<file path="config.mk">
export PLATFORM = sky130hd
export DESIGN_NAME = dual_stepper_driver
export DESIGN_NICKNAME = d
export VERILOG_FILES = /design/src/rtl/scara_stepper_pkg.sv /design/src/rtl/stepper_slot_timer.sv /design/src/rtl/dual_stepper_driver.sv
export SDC_FILE = /design/constraint.sdc
export NUM_CORES = 1
export LEC_CHECK = 0
export ABC_CLOCK_PERIOD_IN_PS = 2300
export BUFFER_PORTS_ARGS = -buffer_cell sky130_fd_sc_hd__buf_2
export CAP_MARGIN = 20
export CORE_MARGIN = 8
export CORE_UTILIZATION = 38
export DETAILED_ROUTE_END_ITERATION = 16
export RECOVER_POWER = 100
export REMOVE_ABC_BUFFERS = 1
export SYNTH_ARGS = -nofsm -noshare
export SYNTH_HDL_FRONTEND = slang
export SYNTH_SLANG_ARGS = --single-unit
</file>
<file path="constraint.sdc">
create_clock -name clk -period 2.3 [get_ports clk]
set_input_delay 0.115 -clock clk [delete_from_list [all_inputs] [get_ports clk]]
set_output_delay 0.115 -clock clk [all_outputs]
set_load 0.1 [all_outputs]
</file>
<file path="src/rtl/scara_stepper_pkg.sv">
// scara_stepper_pkg
// Shared types and defaults for the dual-axis stepper pulse generator.
//   state_t         : controller states (IDLE, SETUP, HIGH, LOW)
//   step_cnt_t      : 8-bit unsigned per-axis step count
//   DEF_HALF_PERIOD : default STEP high/low time in clocks
//   DEF_DIR_SETUP   : default DIR-to-first-STEP setup time in clocks
package scara_stepper_pkg;

    typedef enum logic [1:0] {
        IDLE  = 2'd0,
        SETUP = 2'd1,
        HIGH  = 2'd2,
        LOW   = 2'd3
    } state_t;

    localparam int DEF_HALF_PERIOD = 2500;
    localparam int DEF_DIR_SETUP   = 500;

    typedef logic [7:0] step_cnt_t;

    function automatic step_cnt_t max_cnt(input step_cnt_t a, input step_cnt_t b);
        return (a > b) ? a : b;
    endfunction

    function automatic step_cnt_t min_cnt(input step_cnt_t a, input step_cnt_t b);
        return (a > b) ? b : a;
    endfunction

endpackage

</file>
<file path="src/rtl/stepper_slot_timer.sv">
// stepper_slot_timer
// Load-and-count-down phase timer. A load of value V makes expire assert
// V+1 cycles later (for exactly one cycle unless reloaded that same cycle).
// Ports:
//   clk      : system clock
//   reset    : asynchronous active-low reset
//   load     : start a new phase (takes priority over counting)
//   load_val : phase length minus one
//   expire   : high during the final cycle of the phase
module stepper_slot_timer #(
    parameter int CNT_W = 1
) (
    input  logic             clk,
    input  logic             reset,
    input  logic             load,
    input  logic [CNT_W-1:0] load_val,
    output logic             expire
);

    logic [CNT_W-1:0] count;
    logic             active;

    always_ff @(posedge clk or negedge reset) begin
        if (!reset) begin
            count  <= '0;
            active <= 1'b0;
        end else if (load) begin
            count  <= load_val;
            active <= 1'b1;
        end else if (active) begin
            if (count == '0) begin
                active <= 1'b0;
            end else begin
                count <= count - CNT_W'(1);
            end
        end
    end

    assign expire = active && (count == '0);

endmodule

</file>
<file path="src/rtl/dual_stepper_driver.sv">
// dual_stepper_driver
// Turns a per-move pair of step counts/directions into STEP/DIR pulse
// trains for two joint drivers. Both axes share one slot schedule: each
// slot is HALF_PERIOD cycles high then HALF_PERIOD cycles low, and the
// move runs max(steps1, steps2) slots after a DIR_SETUP settling period.
// Build option:
//   SCARA_STEP_INTERP_EN : Bresenham spreading of the minor axis over the
//                          major-axis slots; otherwise the minor axis fires
//                          in the first slots of the move.
// Ports:
//   clk, reset           : clock, asynchronous active-low reset
//   steps1/2, dir1/2     : move command, captured when dataReady in IDLE
//   dataReady            : load strobe (ignored while a move runs)
//   step1/2              : registered STEP outputs
//   dirOut1/2            : registered DIR outputs, change only on a load
//   stepperReady / busy  : idle indication and its complement
module dual_stepper_driver
    import scara_stepper_pkg::*;
#(
    parameter int HALF_PERIOD = DEF_HALF_PERIOD,
    parameter int DIR_SETUP   = DEF_DIR_SETUP
) (
    input  logic      clk,
    input  logic      reset,
    input  step_cnt_t steps1,
    input  step_cnt_t steps2,
    input  logic      dir1,
    input  logic      dir2,
    input  logic      dataReady,
    output logic      step1,
    output logic      step2,
    output logic      dirOut1,
    output logic      dirOut2,
    output logic      stepperReady,
    output logic      busy
);

    localparam int MAX_PH = (HALF_PERIOD > DIR_SETUP) ? HALF_PERIOD : DIR_SETUP;
    localparam int CNT_W  = ($clog2(MAX_PH) < 1) ? 1 : $clog2(MAX_PH);
    localparam logic [CNT_W-1:0] HP_LD = CNT_W'(HALF_PERIOD - 1);
    localparam logic [CNT_W-1:0] DS_LD = CNT_W'(DIR_SETUP - 1);

    state_t           state;
    step_cnt_t        k;
    step_cnt_t        major_q;
    logic             start;
    logic             last_slot;
    logic             hi_entry;
    logic             to_idle;
    logic             tmr_load;
    logic             tmr_expire;
    logic [CNT_W-1:0] tmr_val;
    logic             fire1;
    logic             fire2;

    assign start     = (state == IDLE) && dataReady;
    assign last_slot = ({1'b0, k} + 9'd1) == {1'b0, major_q};

    // Phase-end decisions; SETUP and LOW both either open a HIGH phase or end the move.
    assign hi_entry = tmr_expire &&
                      (((state == SETUP) && (major_q != '0)) || ((state == LOW) && !last_slot));
    assign to_idle  = tmr_expire &&
                      (((state == SETUP) && (major_q == '0)) || ((state == LOW) && last_slot));

    // Every phase boundary except the return to IDLE reloads the timer.
    assign tmr_load = start || (tmr_expire && (state != IDLE) && !to_idle);
    assign tmr_val  = start ? DS_LD : HP_LD;

    stepper_slot_timer #(
        .CNT_W(CNT_W)
    ) u_timer (
        .clk     (clk),
        .reset   (reset),
        .load    (tmr_load),
        .load_val(tmr_val),
        .expire  (tmr_expire)
    );

`ifdef SCARA_STEP_INTERP_EN
    step_cnt_t          minor_q;
    logic               axis1_major_q;
    logic signed [8:0]  err_q;
    logic signed [8:0]  err_nxt;
    logic signed [9:0]  err_sub;
    logic               minor_fire;

    // One Bresenham step for the slot about to start; err stays within 9-bit signed.
    always_comb begin
        err_sub    = $signed({err_q[8], err_q}) - $signed({2'b00, minor_q});
        minor_fire = err_sub[9];
        if (minor_fire) begin
            err_sub = err_sub + $signed({2'b00, major_q});
        end
        err_nxt = err_sub[8:0];
    end

    // On a tie axis1 is major and the minor axis fires every slot as well.
    assign fire1 = axis1_major_q | minor_fire;
    assign fire2 = !axis1_major_q | minor_fire;

    always_ff @(posedge clk) begin
        if (start) begin
            major_q       <= max_cnt(steps1, steps2);
            minor_q       <= min_cnt(steps1, steps2);
            axis1_major_q <= (steps1 >= steps2);
            err_q         <= $signed({1'b0, max_cnt(steps1, steps2) >> 1});
        end else if (hi_entry) begin
            err_q <= err_nxt;
        end
    end
`else
    step_cnt_t steps1_q;
    step_cnt_t steps2_q;
    step_cnt_t slot_next;

    // Index of the slot being entered: 0 out of SETUP, k+1 out of LOW.
    assign slot_next = (state == SETUP) ? '0 : (k + 8'd1);
    assign fire1     = slot_next < steps1_q;
    assign fire2     = slot_next < steps2_q;

    always_ff @(posedge clk) begin
        if (start) begin
            steps1_q <= steps1;
            steps2_q <= steps2;
            major_q  <= max_cnt(steps1, steps2);
        end
    end
`endif

    always_ff @(posedge clk or negedge reset) begin
        if (!reset) begin
            state        <= IDLE;
            k            <= '0;
            step1        <= 1'b0;
            step2        <= 1'b0;
            dirOut1      <= 1'b0;
            dirOut2      <= 1'b0;
            stepperReady <= 1'b1;
        end else begin
            case (state)
                IDLE: begin
                    if (dataReady) begin
                        dirOut1      <= dir1;
                        dirOut2      <= dir2;
                        k            <= '0;
                        stepperReady <= 1'b0;
                        state        <= SETUP;
                    end
                end
                SETUP, LOW: begin
                    if (hi_entry) begin
                        step1 <= fire1;
                        step2 <= fire2;
                        if (state == LOW) begin
                            k <= k + 8'd1;
                        end
                        state <= HIGH;
                    end else if (to_idle) begin
                        stepperReady <= 1'b1;
                        state        <= IDLE;
                    end
                end
                HIGH: begin
                    if (tmr_expire) begin
                        step1 <= 1'b0;
                        step2 <= 1'b0;
                        state <= LOW;
                    end
                end
                default: state <= IDLE;
            endcase
        end
    end

    assign busy = ~stepperReady;

endmodule

</file>
==> results.yml <==
floorplan:
  core.rowCount: 33
  die_w_um: 108.2
  die_h_um: 108.2
  die_area_um2: 11710
  initial_core_util_pct: 39.33
  core_area_um2: 8217
  io-pin-count: 27
synthesis:
  synth_edf_count: 24
  synth_cell_types: 57
  yosys.cell_count.top_type: "nor2_1"
  syn_area_um2: 3232
  synth_warnings: 0
  synth_top_area_share_pct: 22.30
  synth_ff_type: "dfrtp_1"
  synth_area_per_cell_um2: 10.20
  yosys.area.top_type: "edfxtp_1"
  synthArstFlopShare_pct: 53.85
  synthTopCellsByArea: "edfxtp_1, dfrtp_1, ha_1, nor2_1, xnor2_1"
  netlist_instances: 317
  ys_ff_latch: 52
  synth_seq_area_share_pct: 44.02
  synth_commonest_cells: "nor2_1, inv_1, ha_1"
clock_tree:
  cts_buffers: 5
  clock_path_buffers: 2
  clk_latency_ps: 310
  clkTransAtPathRegs_ps: 100
  htreeDepth: 2
  root_buffer: "clkbuf_8"
  cts_tree: "built"
  cts.sinks: 52
timing:
  report.final.slew_viol_count: 29
  setup_violations: 1
  fin_ws_ps: -4.655
  tightest_slew_ps: 1525
  final.min_clock_period_ps: 2305
  fmax_ghz: 0.4339
  rsz0062_at_grt: "yes"
  hold_violations: 0
  slew_headroom_pct: -1.656
  fin_skew_ps: 5.466
  period_share_pct: 100.2
final_layout:
  layout.nets: 435
  drive_above_1_share_pct: 21.50
  layout.cells.non_filler: 491
  area_growth_pct: 22.49
  n_antenna_cell: 0
  post-route-util_pct: 48.18
grt:
  grt_usage_pct: 12.20
  antenna_found_initial: 0
  grt_max_degree: 29
  grt_pass1_wl_um: 11700
  overflow: 0
  grt_pass1_vias: 2456
detailed_routing:
  drc: 0
  firstDrtPassIters: 4
  postRouteAntennaNets: 0
  dr_total_vias: 2474
  dr.first_iter.drc_count: 100
  wire_per_inst_um: 14.12
  avgViaCountPerCell: 5.039
  wl_um: 6932
outcome:
  violations: "capacitance limit, slew limit, setup timing"
  status: "finished with violations"
run:
  maxCapViolations: 1
power:
  powerDensity_nw_per_um2: 415.5
  vdd_ir_drop_max_v: 0.0002829
  leakagePower_nw: 1.772
setup_path:
  crit_arrival_ps: 2510
  crit_required_ps: 2500
  path_max_fanout: 5
  crit_path_end_kind: "flop"
  startpoint_type: "flop"
  crit_type: "flop to flop"
placed_design:
  routabilityCongestion: 0.8219
  port_buffers: 26
  dp_cells: 471
  dp.final_hpwl_um: 5195
hold_path:
  hold_path.class: "input pin to flop"
## routing by layer
layer	vias up	wire, um	global-route usage (%)
li1	1242	-	-
met1	1174	3370	16.66
met2	52	3337	19.70
met3	6	177	1.725
met4	0	46	3.271
met5	-	0	0
## path summary, 6_finish.rpt
kind                                    end  slack, ps  cells past startpoint        startpoint
max in group asynchronous  u_timer.count[8]        720                      2             reset
min                                 dirOut1         40                      2              dir1
max reg2reg                            k[0]         -5                      7  u_timer.count[6]
max                                    k[0]         -5                      7  u_timer.count[6]
min reg2reg                    stepperReady        510                      2      stepperReady
min in group asynchronous  u_timer.count[2]        700                      2             reset
## cells by family (layout without fill, tap and decap cells)
family	after synthesis	count (layout)	share of synthesized area (%)
AND/OR/NAND/NOR	99	99	15.06
AO/OA/AOI/OAI	58	58	13.09
flip-flops	52	52	44.02
buffers and inverters	42	111	5.265
adder cells (fa/ha/maj)	29	29	11.23
XOR/XNOR	25	25	7.201
multiplexers	12	12	4.143
## report_power, final
group,total (mW),internal [mW],switching (mW)
logic,0.108,0.0574,0.0505
registers,0.975,0.975,0
clock network,0.562,0.225,0.337
total,1.64,1.26,0.387
## placed cells by master (no fill, tap or decap), types with 15 or more instances in the layout
cell type	instances
xnor2_1	15
clkbuf_1	24
inv_1	32
ha_1	28
edfxtp_1	24
nand2_1	19
nor2_1	36
dfrtp_1	27
buf_4	31
## cell type report
type                            instances  area, um^2
Clock buffer                            5       68.82
Clock inverter                          3       26.28
Fill cell                             765        4258
Inverter                               32       120.1
Multi-Input combinational cell        223        1727
Sequential cell                        52        1423
Tap cell                              105       131.4
Timing Repair Buffer                   71       462.9
## critical path: stages, from the launching register on
cell and delay (ps):
dfrtp_1 390, or4_4 560, nor4_4 350, nand2_2 150
a21oi_4 200, o211ai_4 140, buf_6 150, mux2_4 250
## registers in the layout, summed over array words and instances, names as in the netlist, named ones only
signal	flops
stepperReady	1
state	1
step2	1
u_timer.count	12
dirOut1	1
steps2_q	8
dirOut2	1
major_q	8
k	8
u_timer.active	1
step1	1
steps1_q	8
## stage by stage
step | hold slack, ps | setup WS (ps) | instance area, um^2 | TNS [ps] | power, mW
floorplan | -180.6 | -173.6 | 3182 | -452.3 | 1.045
global placement | 173.2 | -55.21 | 3691 | -168.7 | 1.095
detailed placement | 181.7 | -109.5 | 3691 | -1130 | 1.097
CTS | 0.08472 | 2.338 | 3925 | 0 | 1.671
global route | 34.93 | -130.9 | 3959 | -1211 | 1.708
finish | 35.91 | -4.655 | 3959 | -4.655 | 1.645
## what timing repair did
action                                  4_1_cts  5_1_grt
endpoints found under the setup margin       22       23
hold buffers                                  9        0
pin swaps                                     9       20
hold endpoints to repair                     35        0
buffers inserted                              1        1
cloned                                        0        1
gates resized for setup                      11       22
(Power assumes the default switching activity.)
